**src/rtl/lsu_pkg.sv**
```systemverilog
// Shared definitions for the load/store unit: RV32I funct3 width codes,
// the responder state encoding and the access-legality rule.
package lsu_pkg;

    localparam logic [2:0] F3_B  = 3'b000;
    localparam logic [2:0] F3_H  = 3'b001;
    localparam logic [2:0] F3_W  = 3'b010;
    localparam logic [2:0] F3_BU = 3'b100;
    localparam logic [2:0] F3_HU = 3'b101;

    typedef enum logic [1:0] {
        IDLE,
        WAIT,
        DATA
    } state_t;

    // Any code outside B/H/W/BU/HU is illegal; halves need even and words need 4-byte alignment.
    function automatic logic access_fault(input logic [2:0] funct3, input logic [1:0] offset);
        case (funct3)
            F3_B, F3_BU: access_fault = 1'b0;
            F3_H, F3_HU: access_fault = offset[0];
            F3_W:        access_fault = (offset != 2'b00);
            default:     access_fault = 1'b1;
        endcase
    endfunction

endpackage

```
**src/rtl/lsu_load_align.sv**
```systemverilog
// Extracts the addressed byte/half/word from a RAM read word and sign- or
// zero-extends it according to the load's funct3.
module lsu_load_align
    import lsu_pkg::*;
(
    input  logic [31:0] rdata,
    input  logic [2:0]  funct3,
    input  logic [1:0]  offset,
    output logic [31:0] data
);

    logic [31:0] shifted;

    always_comb begin
        shifted = rdata >> {offset, 3'b000};
        case (funct3)
            F3_B:    data = {{24{shifted[7]}}, shifted[7:0]};
            F3_BU:   data = {24'h000000, shifted[7:0]};
            F3_H:    data = {{16{shifted[15]}}, shifted[15:0]};
            F3_HU:   data = {16'h0000, shifted[15:0]};
            default: data = shifted;
        endcase
    end

endmodule

```
**src/rtl/lsu_load_responder.sv**
```systemverilog
// Memory-side load/store responder: drives a fixed-latency data RAM, stalls the
// core while a load is in flight and returns formatted load data for writeback.
module lsu_load_responder
    import lsu_pkg::*;
#(
    parameter int ADDR_W  = 10,
    parameter int MEM_LAT = 1
) (
    input  logic              i_clk,
    input  logic              i_reset,
    input  logic              i_lsu_valid,
    input  logic              i_lsu_wren,
    input  logic [2:0]        i_funct3,
    input  logic [31:0]       i_addr,
    input  logic [31:0]       i_st_data,
    output logic              o_stall,
    output logic              o_ld_valid,
    output logic [31:0]       o_ld_data,
    output logic              o_fault,
    output logic              o_mem_req,
    output logic              o_mem_we,
    output logic [3:0]        o_mem_be,
    output logic [ADDR_W-1:0] o_mem_addr,
    output logic [31:0]       o_mem_wdata,
    input  logic [31:0]       i_mem_rdata
);

    state_t      state;
    state_t      state_next;
    logic [2:0]  count;
    logic [2:0]  count_next;
    logic [2:0]  ld_funct3;
    logic [1:0]  ld_offset;
    logic        req_fault;
    logic        load_issue;
    logic [31:0] aligned;
    logic        unused_addr_bits;

    assign req_fault        = access_fault(i_funct3, i_addr[1:0]);
    assign load_issue       = (state == IDLE) && i_lsu_valid && !i_lsu_wren && !req_fault;
    assign unused_addr_bits = ^i_addr[31:ADDR_W+2];

    lsu_load_align u_align (
        .rdata  (i_mem_rdata),
        .funct3 (ld_funct3),
        .offset (ld_offset),
        .data   (aligned)
    );

    always_ff @(posedge i_clk or negedge i_reset) begin
        if (!i_reset) begin
            state     <= IDLE;
            count     <= '0;
            ld_funct3 <= '0;
            ld_offset <= '0;
        end else begin
            state <= state_next;
            count <= count_next;
            if (load_issue) begin
                ld_funct3 <= i_funct3;
                ld_offset <= i_addr[1:0];
            end
        end
    end

    // IDLE responses are combinational so stores and faults complete in the request cycle.
    always_comb begin
        state_next  = state;
        count_next  = count;
        o_stall     = 1'b0;
        o_ld_valid  = 1'b0;
        o_ld_data   = '0;
        o_fault     = 1'b0;
        o_mem_req   = 1'b0;
        o_mem_we    = 1'b0;
        o_mem_be    = 4'b0000;
        o_mem_addr  = '0;
        o_mem_wdata = '0;

        case (state)
            IDLE: begin
                if (i_lsu_valid) begin
                    if (req_fault) begin
                        o_fault = 1'b1;
                    end else if (i_lsu_wren) begin
                        o_mem_req  = 1'b1;
                        o_mem_we   = 1'b1;
                        o_mem_addr = i_addr[ADDR_W+1:2];
                        case (i_funct3[1:0])
                            2'b00: begin
                                o_mem_be    = 4'b0001 << i_addr[1:0];
                                o_mem_wdata = {4{i_st_data[7:0]}};
                            end
                            2'b01: begin
                                o_mem_be    = i_addr[1] ? 4'b1100 : 4'b0011;
                                o_mem_wdata = {2{i_st_data[15:0]}};
                            end
                            default: begin
                                o_mem_be    = 4'b1111;
                                o_mem_wdata = i_st_data;
                            end
                        endcase
                    end else begin
                        o_mem_req  = 1'b1;
                        o_mem_be   = 4'b1111;
                        o_mem_addr = i_addr[ADDR_W+1:2];
                        o_stall    = 1'b1;
                        if (MEM_LAT > 1) begin
                            state_next = WAIT;
                            count_next = 3'(MEM_LAT - 1);
                        end else begin
                            state_next = DATA;
                        end
                    end
                end
            end
            WAIT: begin
                o_stall = 1'b1;
                if (count <= 3'd1) begin
                    state_next = DATA;
                    count_next = '0;
                end else begin
                    count_next = count - 3'd1;
                end
            end
            DATA: begin
                o_ld_valid = 1'b1;
                o_ld_data  = aligned;
                state_next = IDLE;
            end
            default: begin
                state_next = IDLE;
            end
        endcase

        // Reset forces every output low immediately, including the combinational IDLE paths.
        if (!i_reset) begin
            o_stall     = 1'b0;
            o_ld_valid  = 1'b0;
            o_ld_data   = '0;
            o_fault     = 1'b0;
            o_mem_req   = 1'b0;
            o_mem_we    = 1'b0;
            o_mem_be    = 4'b0000;
            o_mem_addr  = '0;
            o_mem_wdata = '0;
        end
    end

endmodule
```
**config.mk**
```make
export PLATFORM = sky130hd
export DESIGN_NAME = lsu_load_responder
export DESIGN_NICKNAME = d
export VERILOG_FILES = /design/src/rtl/lsu_pkg.sv /design/src/rtl/lsu_load_align.sv /design/src/rtl/lsu_load_responder.sv
export SDC_FILE = /design/constraint.sdc
export NUM_CORES = 1
export LEC_CHECK = 0
export BUFFER_PORTS_ARGS = -buffer_cell sky130_fd_sc_hd__buf_4
export CAP_MARGIN = 20
export CELL_PAD_IN_SITES_DETAIL_PLACEMENT = 1
export CELL_PAD_IN_SITES_GLOBAL_PLACEMENT = 1
export CORE_AREA = 2 2 90 92
export CTS_BUF_LIST = sky130_fd_sc_hd__clkbuf_4 sky130_fd_sc_hd__clkbuf_8
export CTS_CLUSTER_DIAMETER = 80
export DETAILED_ROUTE_END_ITERATION = 12
export DIE_AREA = 0 0 92 94
export PLACE_DENSITY = 0.84
export SETUP_SLACK_MARGIN = 0.3
export SYNTH_ARGS = -nofsm -noshare
export SYNTH_HDL_FRONTEND = slang
export SYNTH_SLANG_ARGS = --single-unit
```
**constraint.sdc**
```tcl
create_clock -name i_clk -period 3.9 [get_ports i_clk]
set_input_delay 0.585 -clock i_clk [delete_from_list [all_inputs] [get_ports i_clk]]
set_output_delay 0.585 -clock i_clk [all_outputs]
set_load 0.01 [all_outputs]
```
==> metrics.md, run 1 <==
| Metric | Value |
|---|---|
| Status | finished clean |
| Area grow syn2layout | 73.42% |
| Initial antenna violation count | 0 |
| Starting DRT DRC Count | 39 |
| DRT Pass-1 Iters | 4 |
| # IOs | 186 |
| P per Cell Area | about 200 mW/mm^2 |
| Post-Syn Area | between 0.0015 and 0.002 sq mm |
| Die width | about 92 um |
| Post-DP HPWL | ~7000 um |
| Post-synth EDFFs | 0 |
| H-tree levels | 1 |
| Sequential cell area fraction in the yosys report | 0.08415 |
| Final setup fails | 0 |
| FF+latch count, synth | 6 |
| Startpoint types | flip-flop |
| ANT cells | 0 |
| CTS buffer count | 3 |
| TNS Setup | 0 ns |
| WL per Instance | 17.33 um |
| Crit. End Element | primary output |
| Leak | 1.561 nW |
| Die Area | approximately 0.0086 sq mm |
| Post-cts sizing count | 0 |
| Clock net sink count | 6 |
| Slew headroom | 0.3882 |
| Vias/cell | just over 5 |
| Worst path required time | 3.31 ns |
| Placed cell area | 0.003053 sq mm |
| Hold-fix buffers at CTS | 0 |
| Post-route cell area | about 0.0031 sq mm |
| Syn_nets | approximately 350 |
| Final net count | about 500 |
| Slowest CP cell | dfrtp_1 |
| Gr ovfl total | 0 |
| Rows | 32 |
| YS warnings | 0 |
| DRC errors left | 0 |
| Vias | 2532 |
| CP max stage delay | 0.69 ns |
| Final hold vios | 0 |
| CTS tree | yes |
| Vias in the first global route | 2658 |
| Met1 usage | 0.1977 |
| CP arrival | between 2 and 2.5 ns |
| M3 GR Usage | 0.06581 |
| Gr usage total | 0.1898 |
| Most used DFF post-synth | dfrtp_1 |
| Worst Path Max Fanout | 31 |
| Worst ir drop on vdd | between 0.06 and 0.07 mV |
| Max Slew Vio Count | 0 |
| Yosys cell types | 39 |
| Port Buffers | 165 |
| Grt met2 use | 0.3615 |
| Root buffer cell | clkbuf_8 |
| Max-cap viol count | 0 |
| Post-Syn Instances | between 200 and 250 |
| Minimum clock period | between 2 and 3 ns |
| Clock Latency Late Sink | 0.22 ns |
| Post-synth ARST share | 1.000 |
| Clock Skew | 0.0004430 ns |
| WL final | about 8600 um |
| Crit share post-route | 0.7237 |
| Crit Path Category | reg2out |
| Final GP Congestion | approximately 0.77 |
| Initial Util | 0.2345 |
| Clk slew on worst S/H paths | 0.04 ns |
| Antenna viol nets, final | 0 |
| Chip height | roughly 94 um |
| Largest net degree at the start of global routing | 32 |
| RSZ-0062 raised after global routing | no |
| CP cell instances | inv_1 -> a221oi_1 -> nor3_1 -> buf_4 |
| Worst slew pin tran | around 0.9 ns |
| Worst hold path class | in2async |
| Fraction of layout cells with a size suffix above 1 | 0.5293 |
| Core box area | 0.007607 sq mm |
| Clock Path Buffers | 2 |
| Fmax | around 0.35 GHz |
| GRT busiest layer | met2 |
| Mean Syn Cell Area | 7.253 sq um |
| First-pass GRT wire length | roughly 13000 um |
| Post-CTS setup repair buffer count | 0 |
## path summary, 6_finish.rpt
path,startpoint,to,slack (ns),cells after the start
max,ld_offset[0]$_DFFE_PN0P_,o_ld_data[10],1.08,4
min,i_reset,ld_funct3[2]$_DFFE_PN0P_,0.18,1
max reg2reg,ld_offset[0]$_DFFE_PN0P_,ld_offset[0]$_DFFE_PN0P_,2.21,2
min reg2reg,ld_offset[1]$_DFFE_PN0P_,ld_offset[1]$_DFFE_PN0P_,0.55,1
max in group asynchronous,i_reset,ld_funct3[0]$_DFFE_PN0P_,3.59,1
min in group i_clk,ld_offset[1]$_DFFE_PN0P_,ld_offset[1]$_DFFE_PN0P_,0.55,1
## layout by cell type (no fill, tap or decap), types with 3 or more instances in the layout
master	n
nor2_1	27
a21oi_2	3
a211oi_1	7
mux2_2	28
nor3_1	9
clkbuf_8	3
a221oi_1	8
buf_4	168
a21oi_1	11
nand3_1	8
mux2i_1	24
inv_1	8
dfrtp_1	6
o21ai_0	10
and2_1	10
nand2_1	17
o211ai_1	16
and3_1	8
## cell usage after synthesis, drive strengths merged (2+ instances only)
cell type  count  share of area
a211o          2          0.011
mux2i         24           0.13
buf           11          0.040
inv            9          0.019
nand2         17          0.036
a21oi         14          0.046
mux2          28           0.18
a221oi         8          0.039
nand3b         2         0.0084
nor2b          2         0.0070
and2          10          0.035
nor2          27          0.057
o21ai         11          0.031
nand3          8          0.022
o21bai         2         0.0084
o211ai        16          0.067
nor3           9          0.025
and3           8          0.028
dfrtp          6          0.084
a21o           2         0.0084
clkbuf        13          0.027
a211oi         7          0.029
## routing by layer
layer | part of all wire | vias up
met4 | 0.012 | 0
met5 | 0 | -
met1 | 0.37 | 1183
met3 | 0.11 | 10
met2 | 0.50 | 135
li1 | - | 1204
## worst max-delay path: cells and delay by family, from the launching register on
family | cells | cell delay, ns
buf+inv | 2 | 0.75
flops | 1 | 0.69
compound gates | 1 | 0.48
simple gates | 1 | 0.08
## where the power goes
group	switching [W]	internal, W	total (W)	leakage, nW
Combinational	0.000208	0.000204	0.000412	1.47
Clock	0.0000259	0.0000662	0.0000921	0.0216
Sequential	0.0000252	0.0000755	0.000101	0.0726
## stage by stage
| stage | util | power, W | std cells | hold WS, ns | setup slack [ns] |
|---|---|---|---|---|---|
| detailed placement | 0.4013 | 0.0005146 | 492 | 0.4116 | 1.060 |
| CTS | 0.4067 | 0.0006101 | 495 | 0.1769 | 1.056 |
| floorplan | - | 0.0003510 | 246 | 0.2894 | 1.405 |
| finish | 0.4067 | 0.0006051 | 495 | 0.1770 | 1.078 |
| global route | 0.4067 | 0.0006544 | 495 | 0.1768 | 0.9130 |
| global placement | 0.4013 | 0.0004994 | 492 | 0.4082 | 1.083 |
## cells by family after synthesis
group,share of synthesized area
muxes,0.3240
xor gates and xnor gates,0.004910
buffers and inverters,0.08625
and+or+nand+nor,0.2546
AOI/OAI and AO/OA,0.2461
DFF,0.08415
## sequential cells by signal, indices dropped and copies added (netlist names)
name,flops
ld_funct3,3
state,1
ld_offset,2
## final cells by class
cell class	count	area [sq um]
multi-input combinational	207	1480
sequential	6	150.1
inverter	9	33.78
timing repair buffer	168	1261
clock buffer	3	41.29
fill	940	4513
tap	102	127.6
(Power assumes the default switching activity.)
==> inputs of run 2 (changes only) <==
--- a/config.mk
+++ b/config.mk
@@ -9,12 +9,12 @@
 export CAP_MARGIN = 20
 export CELL_PAD_IN_SITES_DETAIL_PLACEMENT = 1
 export CELL_PAD_IN_SITES_GLOBAL_PLACEMENT = 1
-export CORE_AREA = 2 2 90 92
+export CORE_AREA = 2 2 98 100
 export CTS_BUF_LIST = sky130_fd_sc_hd__clkbuf_4 sky130_fd_sc_hd__clkbuf_8
 export CTS_CLUSTER_DIAMETER = 80
 export DETAILED_ROUTE_END_ITERATION = 12
-export DIE_AREA = 0 0 92 94
-export PLACE_DENSITY = 0.84
+export DIE_AREA = 0 0 100 102
+export PLACE_DENSITY = 0.75
 export SETUP_SLACK_MARGIN = 0.3
 export SYNTH_ARGS = -nofsm -noshare
 export SYNTH_HDL_FRONTEND = slang
==> constraint.sdc (replaced) <==
create_clock -name i_clk -period 2.3 [get_ports i_clk]
set_input_delay 0.345 -clock i_clk [delete_from_list [all_inputs] [get_ports i_clk]]
set_output_delay 0.345 -clock i_clk [all_outputs]
set_load 0.01 [all_outputs]
==> run 2 against run 1 <==
Compared with the run above: worst hold slack improved by 0.22 ns; total power increased by 120%; via count increased by 7.9%; first-iteration DRC count increased by 97%; core utilization increased by 2.0 points; combinational power increased to 2.5 times the previous value; critical path type is now in2out; global-route usage decreased by 1.0 points; sequential power increased by 46%; die area increased by 18%.
==> metrics.md, run 2 (same netlist as run 1, synthesis figures left out) <==
| Metric | Value |
|---|---|
| Worst hold path class | in2reg |
| Root buffer cell | clkbuf_8 |
| ANT cells | 0 (unchanged) |
| CTS tree | yes |
| # IOs | 186 (unchanged) |
| RSZ-0062 raised after global routing | yes |
| Die Area | 0.01020 sq mm (+18%) |
| WL per Instance | 19.62 um (+13%) |
| Worst Path Max Fanout | 8 (-74%) |
| Gr usage total | 0.1794 (-0.01039) |
| Port Buffers | 165 (unchanged) |
| Vias/cell | 5.135 (+0.39%) |
| Biggest regs | ld_funct3 x3, ld_offset x2, state x1 |
| Post-DP HPWL | 7191 um (+2.7%) |
| First-pass GRT wire length | 14750 um (+13%) |
| Slew headroom | 0.6330 (+0.2449) |
| Most frequent cells in the layout | buf_4 (150), buf_6 (35), mux2_2 (25) |
| Placed cell area | 0.003164 sq mm (+3.6%) |
| Crit share post-route | 0.9590 |
| Initial antenna violation count | 0 (unchanged) |
| M1 wire length | 3905 um (+21%) |
| Max Slew Vio Count | 0 (unchanged) |
| Rows | 35 (+9.4%) |
| Initial Util | 0.1959 (-0.03866) |
| Leak | 1.790 nW (+15%) |
| Switching share of power | 0.4297 (+0.001117) |
| Fraction of layout cells with a size suffix above 1 | 0.6817 (+0.1524) |
| Final GP Congestion | 0.9156 (+18%) |
| Vias | 2732 (+7.9%) |
| Hold Slack | 0.3998 ns (+0.2228 ns) |
| CP arrival | 1.86 ns (-0.38 ns) |
| WL final | 10440 um (+22%) |
| Crit Path Category | in2out |
| Startpoint types | input pin |
| Largest reg by FF count | ld_funct3 |
| Status | finished clean |
| Clock Latency Late Sink | 0.22 ns (about the same) |
| Post-route cell area | 0.003891 sq mm (+26%) |
| Gr ovfl total | 0 (unchanged) |
| Clk network pwr share | 0.114 (-0.038) |
| Fmax | 0.4534 GHz |
| Routed wl met2 | 5292 um (+23%) |
| Crit. End Element | primary output |
| Power share of the sequential group | 0.110 (-0.056) |
| Vias in the first global route | 2791 (+5.0%) |
| Chip height | 102 um (+8.5%) |
| Clock Skew | 0.001099 ns (+0.0006561 ns) |
| Final setup fails | 0 (unchanged) |
| P_int | 0.0007579 W (+120%) |
| TNS Setup | 0 ns (unchanged) |
| Antenna viol nets, final | 0 (unchanged) |
| Finished Layout Cells | 532 (+7.5%) |
| Area grow syn2layout | 118.1% |
| DRC errors left | 0 (unchanged) |
| DR top layer | met4 |
| P per Cell Area | 341.5 mW/mm^2 (+75%) |
| Clock net sink count | 6 (unchanged) |
| Core box area | 0.009109 sq mm (+20%) |
| Worst slew pin tran | 0.5468 ns (-0.3699 ns) |
| CTS buffer count | 3 (unchanged) |
| Largest net degree at the start of global routing | 32 (unchanged) |
| Die width | 100 um (+8.7%) |
| Worst path required time | 1.96 ns (-1.35 ns) |
| Minimum clock period | between 2 and 2.5 ns |
| Max reg flops | 3 (unchanged) |
| Starting DRT DRC Count | 77 (+97%) |
| Sw Pwr | 0.0005710 W (+120%) |
| H-tree levels | 1 (unchanged) |
| Design Power | 0.001329 W (+120%) |
| Worst ir drop on vdd | 0.1498 mV (+120%) |
| Comb power frac | 0.775 (+0.094) |
| Final hold vios | 0 (unchanged) |
| DRT Pass-1 Iters | 4 (unchanged) |
| Clk slew on worst S/H paths | 0.03 ns (about the same) |
| Clock Path Buffers | 2 (unchanged) |
| Most common cell after layout, fill and taps aside | buf_4 |
| Met3 WL | 1096 um (+17%) |
| Max-cap viol count | 0 (unchanged) |
| Final net count | 526 (+5.6%) |
| Placed Cells | 512 (+4.1%) |
## run 2: changes by cell type in the layout (fill, tap and decap cells not counted), moves of 6 or more
cell     change
nor2_1      -16
nor2_4      +16
a21oi_1      -6
and3_1       -6
buf_4       -18
and3_4       +6
nor3_2       +8
buf_6       +35
nor3_1       -8
## run 2: power by group through the flow
| stage | logic, W | clock network [W] | registers [W] |
|---|---|---|---|
| 2_1_floorplan | 0.000449 | 0 | 0.000147 |
| 3_3_place_gp | 0.000747 | 0 | 0.000147 |
| 3_5_place_dp | 0.000764 | 0 | 0.000150 |
| 4_1_cts | 0.000877 | 0.000157 | 0.000147 |
| 5_1_grt | 0.00110 | 0.000161 | 0.000150 |
| 6_report | 0.00103 | 0.000152 | 0.000147 |
## run 2: layer usage
| metal | GRT usage | up-vias |
|---|---|---|
| li1 | - | 1268 |
| met1 | 0.2007 | 1295 |
| met2 | 0.3394 | 158 |
| met3 | 0.05130 | 11 |
| met4 | 0.03688 | 0 |
| met5 | 0 | - |
## run 2: area by class of cell
class	count	area [sq um]
repair buffers	192	1658
multi-input cells	208	1834
well taps	111	138.9
repair inverters	3	21.27
clock buffers	3	41.29
fillers	1078	5218
flip-flops and latches	6	151.4
inverters	9	46.29
## run 2: worst paths after layout
| path | to | cells after the start | slack (ns) | from |
|---|---|---|---|---|
| max | o_mem_wdata[12] | 6 | 0.09 | i_addr[1] |
| min | ld_funct3[2]$_DFFE_PN0P_ | 2 | 0.40 | i_funct3[2] |
| max reg2reg | ld_funct3[0]$_DFFE_PN0P_ | 3 | 1.00 | state[1]$_DFFE_PN0P_ |
| min reg2reg | ld_funct3[2]$_DFFE_PN0P_ | 1 | 0.54 | ld_funct3[2]$_DFFE_PN0P_ |
| max in group asynchronous | ld_funct3[0]$_DFFE_PN0P_ | 2 | 1.50 | i_reset |
| min in group asynchronous | ld_funct3[2]$_DFFE_PN0P_ | 2 | 0.57 | i_reset |
## run 2: per-stage QoR
stage	utilization	setup WS [ns]
6_report	0.4272	0.09440
5_1_grt	0.4272	0.07023
3_3_place_gp	0.3474	0.1274
3_5_place_dp	0.3474	0.1145
4_1_cts	0.3804	0.1471
2_1_floorplan	-	0.2855
## run 2: what timing repair did
item                                    4_1_cts  5_1_grt
cloned                                        4        2
endpoints found under the hold margin         6        0
hold buffers                                  1        0
pin swaps                                    16       22
resized for setup                            51       82
buffers inserted                              3        7
endpoints found under the setup margin       75       74
## run 2: critical path: stages
cell	delay, ns
buf_6	0.09
or4_4	0.54
a211o_4	0.44
buf_6	0.16
a21oi_2	0.13
buf_4	0.15
